`src/rtl/bp_me_pkg.sv`:
```
// Shared helpers for the DRAM link scheduler: link-select width and link id type.
package bp_me_pkg;

    typedef logic [3:0] bp_dram_link_id_t;

    function automatic int link_sel_width(input int num_links);
        return (num_links > 1) ? $clog2(num_links) : 1;
    endfunction

endpackage

```
`src/rtl/bp_dram_link_order_fifo.sv`:
```
// Order FIFO of link ids: records which link each in-flight request went to, in issue order.
module bp_dram_link_order_fifo
    import bp_me_pkg::*;
#(
    parameter int width_p = 1,
    parameter int els_p   = 32,
    localparam int ptr_w_lp = (els_p > 1) ? $clog2(els_p) : 1,
    localparam int cnt_w_lp = $clog2(els_p + 1)
) (
    input  logic                clk_i,
    input  logic                reset_i,
    input  logic                push_i,
    input  logic [width_p-1:0]  data_i,
    input  logic                pop_i,
    output logic [width_p-1:0]  data_o,
    output logic                full_o,
    output logic                empty_o,
    output logic [cnt_w_lp-1:0] count_o
);

    logic [width_p-1:0]  mem_q [els_p];
    logic [ptr_w_lp-1:0] rptr_q, wptr_q;
    logic [cnt_w_lp-1:0] count_q;

    // Depth need not be a power of two, so pointers wrap explicitly.
    function automatic logic [ptr_w_lp-1:0] ptr_next(input logic [ptr_w_lp-1:0] p);
        return (p == ptr_w_lp'(els_p - 1)) ? '0 : p + 1'b1;
    endfunction

    always_ff @(posedge clk_i or posedge reset_i) begin
        if (reset_i) begin
            rptr_q  <= '0;
            wptr_q  <= '0;
            count_q <= '0;
        end else begin
            if (push_i) wptr_q <= ptr_next(wptr_q);
            if (pop_i)  rptr_q <= ptr_next(rptr_q);
            case ({push_i, pop_i})
                2'b10:   count_q <= count_q + 1'b1;
                2'b01:   count_q <= count_q - 1'b1;
                default: count_q <= count_q;
            endcase
        end
    end

    always_ff @(posedge clk_i) begin
        if (push_i) mem_q[wptr_q] <= data_i;
    end

    assign data_o  = mem_q[rptr_q];
    assign full_o  = (count_q == cnt_w_lp'(els_p));
    assign empty_o = (count_q == '0);
    assign count_o = count_q;

    assert property (@(posedge clk_i) disable iff (reset_i) !(push_i && full_o && !pop_i));
    assert property (@(posedge clk_i) disable iff (reset_i) !(pop_i && empty_o));

endmodule

```
`src/rtl/bp_dram_link_scheduler.sv`:
```
// Steers one mem command stream across DRAM links by address interleave and
// returns link responses to the core in original issue order.
module bp_dram_link_scheduler
    import bp_me_pkg::*;
#(
    parameter int num_links_p       = 2,
    parameter int msg_width_p       = 64,
    parameter int addr_lsb_p        = 0,
    parameter int sel_bit_p         = 6,
    parameter int max_outstanding_p = 32,
    parameter int link_credits_p    = 16,
    localparam int out_w_lp = $clog2(max_outstanding_p + 1)
) (
    input  logic                               clk_i,
    input  logic                               reset_i,
    input  logic [msg_width_p-1:0]             mem_cmd_i,
    input  logic                               mem_cmd_v_i,
    output logic                               mem_cmd_ready_o,
    output logic [msg_width_p-1:0]             mem_resp_o,
    output logic                               mem_resp_v_o,
    input  logic                               mem_resp_yumi_i,
    output logic [num_links_p*msg_width_p-1:0] link_cmd_o,
    output logic [num_links_p-1:0]             link_cmd_v_o,
    input  logic [num_links_p-1:0]             link_cmd_ready_i,
    input  logic [num_links_p*msg_width_p-1:0] link_resp_i,
    input  logic [num_links_p-1:0]             link_resp_v_i,
    output logic [num_links_p-1:0]             link_resp_yumi_o,
    output logic [out_w_lp-1:0]                outstanding_o,
    output logic                               idle_o
);

    localparam int lg_links_lp = link_sel_width(num_links_p);
    localparam int cred_w_lp   = $clog2(link_credits_p + 1);
    localparam logic [cred_w_lp-1:0] cred_max_lp = cred_w_lp'(link_credits_p);

    logic [lg_links_lp-1:0] sel, head;
    logic [cred_w_lp-1:0]   credit_q [num_links_p];
    logic [num_links_p-1:0] credit_ok, inc, dec;
    logic order_full, order_empty, cmd_go, accept, pop;

    assign sel = mem_cmd_i[addr_lsb_p+sel_bit_p +: lg_links_lp];

    always_comb begin
        credit_ok = '0;
        for (int k = 0; k < num_links_p; k++) credit_ok[k] = (credit_q[k] < cred_max_lp);
    end

    // Ready and valid are derived independently so neither side waits on the other.
    assign cmd_go          = credit_ok[sel] & ~order_full & ~reset_i;
    assign mem_cmd_ready_o = link_cmd_ready_i[sel] & cmd_go;
    assign link_cmd_v_o    = (mem_cmd_v_i & cmd_go) ? (num_links_p'(1) << sel) : '0;
    assign link_cmd_o      = {num_links_p{mem_cmd_i}};
    assign accept          = mem_cmd_v_i & mem_cmd_ready_o;

    assign mem_resp_v_o     = ~order_empty & link_resp_v_i[head];
    assign mem_resp_o       = link_resp_i[head*msg_width_p +: msg_width_p];
    assign pop              = mem_resp_yumi_i & mem_resp_v_o;
    assign link_resp_yumi_o = pop ? (num_links_p'(1) << head) : '0;

    assign inc = accept ? (num_links_p'(1) << sel) : '0;
    assign dec = link_resp_yumi_o;

    always_ff @(posedge clk_i or posedge reset_i) begin
        if (reset_i) begin
            for (int k = 0; k < num_links_p; k++) credit_q[k] <= '0;
        end else begin
            for (int k = 0; k < num_links_p; k++) begin
                case ({inc[k], dec[k]})
                    2'b10:   credit_q[k] <= credit_q[k] + 1'b1;
                    2'b01:   credit_q[k] <= credit_q[k] - 1'b1;
                    default: credit_q[k] <= credit_q[k];
                endcase
            end
        end
    end

    bp_dram_link_order_fifo #(
        .width_p (lg_links_lp),
        .els_p   (max_outstanding_p)
    ) order_fifo (
        .clk_i   (clk_i),
        .reset_i (reset_i),
        .push_i  (accept),
        .data_i  (sel),
        .pop_i   (pop),
        .data_o  (head),
        .full_o  (order_full),
        .empty_o (order_empty),
        .count_o (outstanding_o)
    );

    assign idle_o = (outstanding_o == '0);

    assert property (@(posedge clk_i) disable iff (reset_i) mem_resp_yumi_i |-> mem_resp_v_o);

    for (genvar g = 0; g < num_links_p; g++) begin : g_link_chk
        assert property (@(posedge clk_i) disable iff (reset_i) link_resp_v_i[g] |-> credit_q[g] != '0);
        assert property (@(posedge clk_i) disable iff (reset_i) credit_q[g] <= cred_max_lp);
    end

endmodule

```
`config.mk`:
```
export PLATFORM = sky130hd
export DESIGN_NAME = bp_dram_link_scheduler
export DESIGN_NICKNAME = d
export VERILOG_FILES = /design/src/rtl/bp_me_pkg.sv /design/src/rtl/bp_dram_link_order_fifo.sv /design/src/rtl/bp_dram_link_scheduler.sv
export SDC_FILE = /design/constraint.sdc
export NUM_CORES = 1
export LEC_CHECK = 0
export CORE_AREA = 2 2 156 158
export CTS_BUF_LIST = sky130_fd_sc_hd__clkbuf_4
export DETAILED_ROUTE_END_ITERATION = 10
export DIE_AREA = 0 0 158 160
export PLACE_DENSITY = 0.68
export SYNTH_ARGS = -nofsm -noshare
export SYNTH_HDL_FRONTEND = slang
export SYNTH_SLANG_ARGS = --single-unit
export TNS_END_PERCENT = 100
```
`constraint.sdc`:
```
create_clock -name clk_i -period 4.65 [get_ports clk_i]
set_clock_uncertainty 0.2 [all_clocks]
set_input_delay 0.93 -clock clk_i [delete_from_list [all_inputs] [get_ports clk_i]]
set_output_delay 0.93 -clock clk_i [all_outputs]
set_load 0.02 [all_outputs]
```
After elaboration in Yosys (flattened, before gate mapping)
Memories as Yosys holds them, arrays and structs flattened.
Index checks and enable logic that the tools add are counted.
- flip-flop bits (word level): 26
- bits of input ports: 200
- output and inout bits: 205
- memories: 1
- bits in writable memories: 32
- logic and storage cells: 60
- reductions and logical operators: 4
- order comparisons: 4
- bitwise gates (word level): 10
- add/sub/neg operators: 8
- multiplexer cells: 16
- equality and inequality tests: 9
- shift operators: 3
- memories (name ; words ; width ; rd ports ; clocked after memory_dff ; write ports ; RTL line ; source):
    order_fifo.mem_q ; 32 ; 1 ; 1 ; 0 ; 1 ; bp_dram_link_order_fifo.sv:21 ; logic [width_p-1:0] mem_q [els_p];
- operators with widths (kind ; number):
    128-bit by 8-bit indexed part select with 64-bit output ; 1
    5-bit by 1-bit adder with 5-bit output (second input constant) ; 4
    5-bit case mux with 2 select lines ; 2
    6-bit case mux with 2 select lines ; 1
    5-bit equality test (second input constant) ; 2
    5-bit less-than comparator (second input constant) ; 2
    5-bit 2-to-1 mux ; 2
    5-bit by 1-bit subtractor with 5-bit output (second input constant) ; 2
    1-bit 2-to-1 mux ; 8
    1-bit bitwise AND ; 7
    6-bit by 1-bit adder with 6-bit output (second input constant) ; 1
    2-bit by 1-bit equality test with 1-bit output (second input constant) ; 3
    2-bit equality test (second input constant) ; 3
    6-bit equality test (second input constant) ; 1
    6-bit logical NOT ; 1
    2-bit 2-to-1 mux ; 3
    2-bit nonzero test ; 3
    6-bit by 1-bit subtractor with 6-bit output (second input constant) ; 1
    1-bit by 2-bit less-than comparator with 1-bit output (second input constant) ; 2
    1-bit by 1-bit << shifter with 2-bit output (first input constant) ; 2
    1-bit inverter ; 3

Longest topological paths before layout
- word-level depth: 10
- gate-level depth with buffers: 18
- depth with buffers taken out: 14

Hierarchy
From an unflattened synthesis, not the netlist that was laid out.
- cell total of the unflattened synthesis: 503
- area total of the unflattened synthesis: 5046.1 µm²
- modules (own cells, without submodules) (module ; area an instance (µm²) ; cells an instance ; seq. area each (µm²) ; instances):
    bp_dram_link_scheduler ; 2557.5 ; 294 ; 250.2 ; 1
    bp_dram_link_order_fifo ; 2488.6 ; 209 ; 1361.3 ; 1

Worst setup path before layout
Ideal clock, no wire load.
- path type: register to register
- start point: register order_fifo.rptr_q[1]
- end point: register credit_q[9] (netlist bit)
- setup time: 125 ps
- slack: 879 ps
- data required time: 4325 ps
- cell stages (with the launch flop): 18
- data arrival time: 3446 ps
- path buffers: 3
- cell sequence: dfrtp_1 -> buf_2 -> mux4_2 -> mux2_2 -> nand3_2 -> nand4_4 -> buf_6 -> buf_6 -> nor2_1 -> ha_1 -> inv_1 -> fa_1 -> inv_1 -> a21o_1 -> a21oi_1 -> xnor2_1 -> nor2_1 -> xor2_1
- longest elaborated chain between the ends: 8
- elaborated cells between the ends (all ways): 11
- classes of those cells: 2 x eq/ne; 1 x shift; 4 x mux; 2 x bitwise; 1 x reduce/logical; 1 x memory
- RTL lines (what ; RTL line ; source):
    from (decl) ; bp_dram_link_order_fifo.sv:22 ; logic [ptr_w_lp-1:0] rptr_q, wptr_q;
    from (signal assigned) ; bp_dram_link_order_fifo.sv:37 ; if (pop_i) rptr_q <= ptr_next(rptr_q);
    memory 32 x 1 bit (*) ; - ;
    1-bit 2-to-1 mux (not written as such) (2 in a row) ; bp_dram_link_scheduler.sv:55 ; assign mem_resp_v_o = ~order_empty & link_resp_v_i[head];
    1-bit bitwise AND ; bp_dram_link_scheduler.sv:55 ;
    1-bit bitwise AND ; bp_dram_link_scheduler.sv:57 ; assign pop = mem_resp_yumi_i & mem_resp_v_o;
    2-bit 2-to-1 mux (*) ; bp_dram_link_scheduler.sv:58 ; assign link_resp_yumi_o = pop ? (num_links_p'(1) << head) : '0;
    via link_resp_yumi_o[0] ; bp_dram_link_scheduler.sv:27 ; output logic [num_links_p-1:0] link_resp_yumi_o,
    2-bit by 1-bit equality test with 1-bit output or 2-bit equality test (tied branches) ; bp_dram_link_scheduler.sv:68 ; case ({inc[k], dec[k]})
    5-bit case mux with 2 select lines or 2-bit nonzero test (tied branches) ; - ;
    to (signal, indexed assignment) ; bp_dram_link_scheduler.sv:69 ; 2'b10: credit_q[k] <= credit_q[k] + 1'b1;
    to (signal, indexed assignment) ; bp_dram_link_scheduler.sv:70 ; 2'b01: credit_q[k] <= credit_q[k] - 1'b1;
    to (signal, indexed assignment) ; bp_dram_link_scheduler.sv:71 ; default: credit_q[k] <= credit_q[k];
    to (decl) ; bp_dram_link_scheduler.sv:37 ; logic [cred_w_lp-1:0] credit_q [num_links_p];
The timed path passes the listed nets; every way through them passes the cells marked *. The select of a mux whose other input is x is not followed.
A chain may end at the register's enable or synchronous reset.

Worst setup path after layout
- start point: register order_fifo.rptr_q[1]
- end point: output port mem_resp_o[20]
- longest elaborated chain between the ends: 2
- RTL lines (what ; RTL line ; source):
    memory 32 x 1 bit ; - ;
    128-bit by 8-bit indexed part select with 64-bit output ; bp_dram_link_scheduler.sv:56 ; assign mem_resp_o = link_resp_i[head*msg_width_p +: msg_width_p];
    to (decl) ; bp_dram_link_scheduler.sv:19 ; output logic [msg_width_p-1:0] mem_resp_o,
No other way between the ends.

==> out/metrics.cfg <==
[grt]
antenna_found_initial = 2
grt_usage_pct = 12.7
grt_max_degree = 35
grt_pass1_wl_mm = 23.2
grt_overflow = 0
first_global_vias = 3549

[logic_synthesis]
synth.net_count = 714
synth_most_common_cell = buf_4
synth_area_per_cell_um2 = 10.1
synth-adder-area-share_pct = 6.28
async_flop_share_pct = 44.8
synth_top_family_by_area = buffers and inverters
synthTopCellsByArea = buf_4, edfxtp_1, dfrtp_1
synth_area_leader_cell = buf_4
synthFlopType = edfxtp_1
synthSimpleGateAreaFrac_pct = 10.9
synth_top_cell_area_share_pct = 19.5
synthCells = 491
yosys.cell_types.count = 42
synth_common_cells = buf_4, nor2_1, mux2_2
synth_mux_area_share_pct = 20.4
synth-seq-cells = 58
synth-edff-count = 32
synthesis.area_um2 = 4940
yosysWarningCount = 0
yosys.area_share.xor_xnor_pct = 2.66
synth_compound_area_share_pct = 4.48
ys_seq_area_share_pct = 32.6

[worst_setup_path]
worstSetupEndpointType = output pin
start_kind = flip-flop
cp.required_ns = 3.52
arrival_ns = 3.19
worstPathMaxFanout = 26
criticalPathCategory = reg -> out

[placed_design]
place.gp.congestion = 0.792
numPortBuffers = 215
place_hpwl_mm = 14.6

[power_and_ir_drop]
power_density_nw_per_um2 = 643
p_leak_nw = 2.54
peakVddDrop_mv = 0.268

[layout]
drive_above_1_share_pct = 14.6
fill_cells = 2506
final_nets = 807
area_growth_pct = 35.5

[timing]
worstMarginPinSlew_ns = 1.07
rsz0062_at_grt = no
drv_slew = 0
timing.hold.ws_ns = 0.285
fin_crit_sh_pct = 92.9
setup_viol_count_final = 0
max_freq_mhz = 231
fin_crit_ns = 4.32
relSlewSlack_pct = 28.4
hold_violations = 0
setup_tns_ns = 0

[min_path]
hp-class = reg -> reg

[route]
via_count = 3733
drtIter0Drc = 130
antenna_left = 0
totalWireLength_mm = 17.4
wl_per_cell_um = 19.0
drc = 0
dr.pass1.iters = 5
viasPerCell = 4.08

[job]
drv_cap = 0

[clocking]
cts_tree = yes
clk_latency_ns = 0.40
cts_hold_buf = 0
clkTransAtPathRegs_ns = 0.10
cts_root_buf = clkbuf_4
cts_made_buffers = 9
cts.htree.levels = 3
cts_sinks = 58
cts_max_path_buffers = 2

[floorplanning]
die_x_um = 158
dieHeight_um = 160
die_area_um2 = 25300
start_util_pct = 20.7
placementRows = 57
core_um2 = 23800
io_pins = 405

[outcome]
status = complete, no violations

-- power by group --
group	switching, mW	internal, mW
Combinational	1.51	1.56
Clock	0.191	0.221
Sequential	0.162	0.654
-- worst max-delay path, cell delays in order (launching register included) --
cell,delay (ns)
dfrtp_2,0.50
mux4_2,0.53
mux2_2,0.29
nand3_2,0.10
nand4_4,0.11
buf_12,0.18
buf_4,0.19
mux2_1,0.32
clkdlybuf4s50_1,0.54
-- what timing repair did --
item                                   CTS  global route
setup endpoints to repair               21            35
gates resized for setup                  1             1
pin swaps                                0             1
endpoints found under the hold margin    0             0
cloned                                   0             0
buffers inserted                         0             2
-- sequential cells by signal (all words and copies together) (netlist names) --
signal	count
order_fifo.wptr_q	5
credit_q	10
order_fifo.count_o	6
order_fifo.mem_q	32
order_fifo.rptr_q	5
-- path summary, 6_finish.rpt --
kind,to,startpoint,cells past startpoint,slack (ns)
max reg2reg,order_fifo.count_o[5],order_fifo.rptr_q[1],14,0.64
max,mem_resp_o[20],order_fifo.rptr_q[1],8,0.33
min reg2reg,credit_q[4],credit_q[4],1,0.29
min,credit_q[4],credit_q[4],1,0.29
max in group asynchronous,order_fifo.rptr_q[1],reset_i,2,2.60
min in group asynchronous,credit_q[3],reset_i,2,0.93
-- cells in the final DEF, fill, tap and decap left out, types with 2 or more instances in the layout --
| master | Yosys | routed |
|---|---|---|
| edfxtp_1 | 32 | 32 |
| clkdlybuf4s50_1 | 0 | 208 |
| mux2_2 | 42 | 42 |
| ha_1 | 20 | 20 |
| nor4_1 | 3 | 3 |
| dfrtp_2 | 0 | 2 |
| a22oi_1 | 2 | 2 |
| mux4_2 | 4 | 4 |
| nor2_1 | 48 | 48 |
| a21oi_1 | 11 | 11 |
| mux2i_1 | 12 | 12 |
| nor2b_1 | 5 | 5 |
| dfrtp_1 | 26 | 24 |
| or3b_2 | 2 | 2 |
| xor2_1 | 7 | 7 |
| a21o_1 | 5 | 5 |
| mux2_1 | 27 | 27 |
| fa_1 | 3 | 3 |
| clkinv_1 | 0 | 2 |
| nand2_1 | 26 | 26 |
| bufinv_16 | 0 | 2 |
| clkbuf_4 | 0 | 10 |
| or3_1 | 3 | 3 |
| nand3b_1 | 5 | 5 |
| o31ai_1 | 2 | 2 |
| and2_1 | 2 | 2 |
| buf_12 | 0 | 2 |
| buf_4 | 128 | 17 |
| nand3_1 | 8 | 8 |
| inv_1 | 15 | 15 |
| xnor2_1 | 8 | 8 |
| and3_1 | 3 | 3 |
| a211oi_1 | 2 | 2 |
| o21ai_0 | 12 | 12 |
| nor3_1 | 2 | 2 |
-- cell type report --
cell class,count,area (µm²),share of cell area (%)
diodes,1,2.50,0.0374
inverters,15,56.3,0.841
flip-flops and latches,58,1610,24.1
multi-input cells,273,2210,33.0
clock inverters,6,81.3,1.21
clock buffers,10,75.1,1.12
repair buffers,227,2250,33.6
well taps,324,405,6.06
-- logic make-up (layout without fill, tap and decap cells) --
logic type | count (synthesis) | in the layout
other | 0 | 1
DFF | 58 | 58
muxes | 86 | 86
adders and majority gates | 23 | 23
and+or+nand+nor | 112 | 112
buffers and inverters | 160 | 258
xor gates and xnor gates | 15 | 15
AOI/OAI and AO/OA | 37 | 37
-- metal layers --
layer	GRT usage, %	vias to the layer above	wire (µm)
met3	6.27	16	1960
met5	0	-	17
li1	-	1744	-
met1	15.8	1749	7210
met2	20.0	222	8040
met4	2.42	2	148
-- stage by stage --
step                utilization (%)  area, µm²  worst slack (ns)  power [mW]  std cells
CTS                            28.0       6680            0.0725        4.32        911
finish                         28.1       6690             0.330        4.30        914
global route                   28.1       6690             0.188        4.56        913
global placement               27.4       6520             0.379        3.86        895
floorplan                         -       4940             0.879        2.80        491
detailed placement             27.4       6520             0.300        3.89        895
Power figures use the tool's default switching activity.
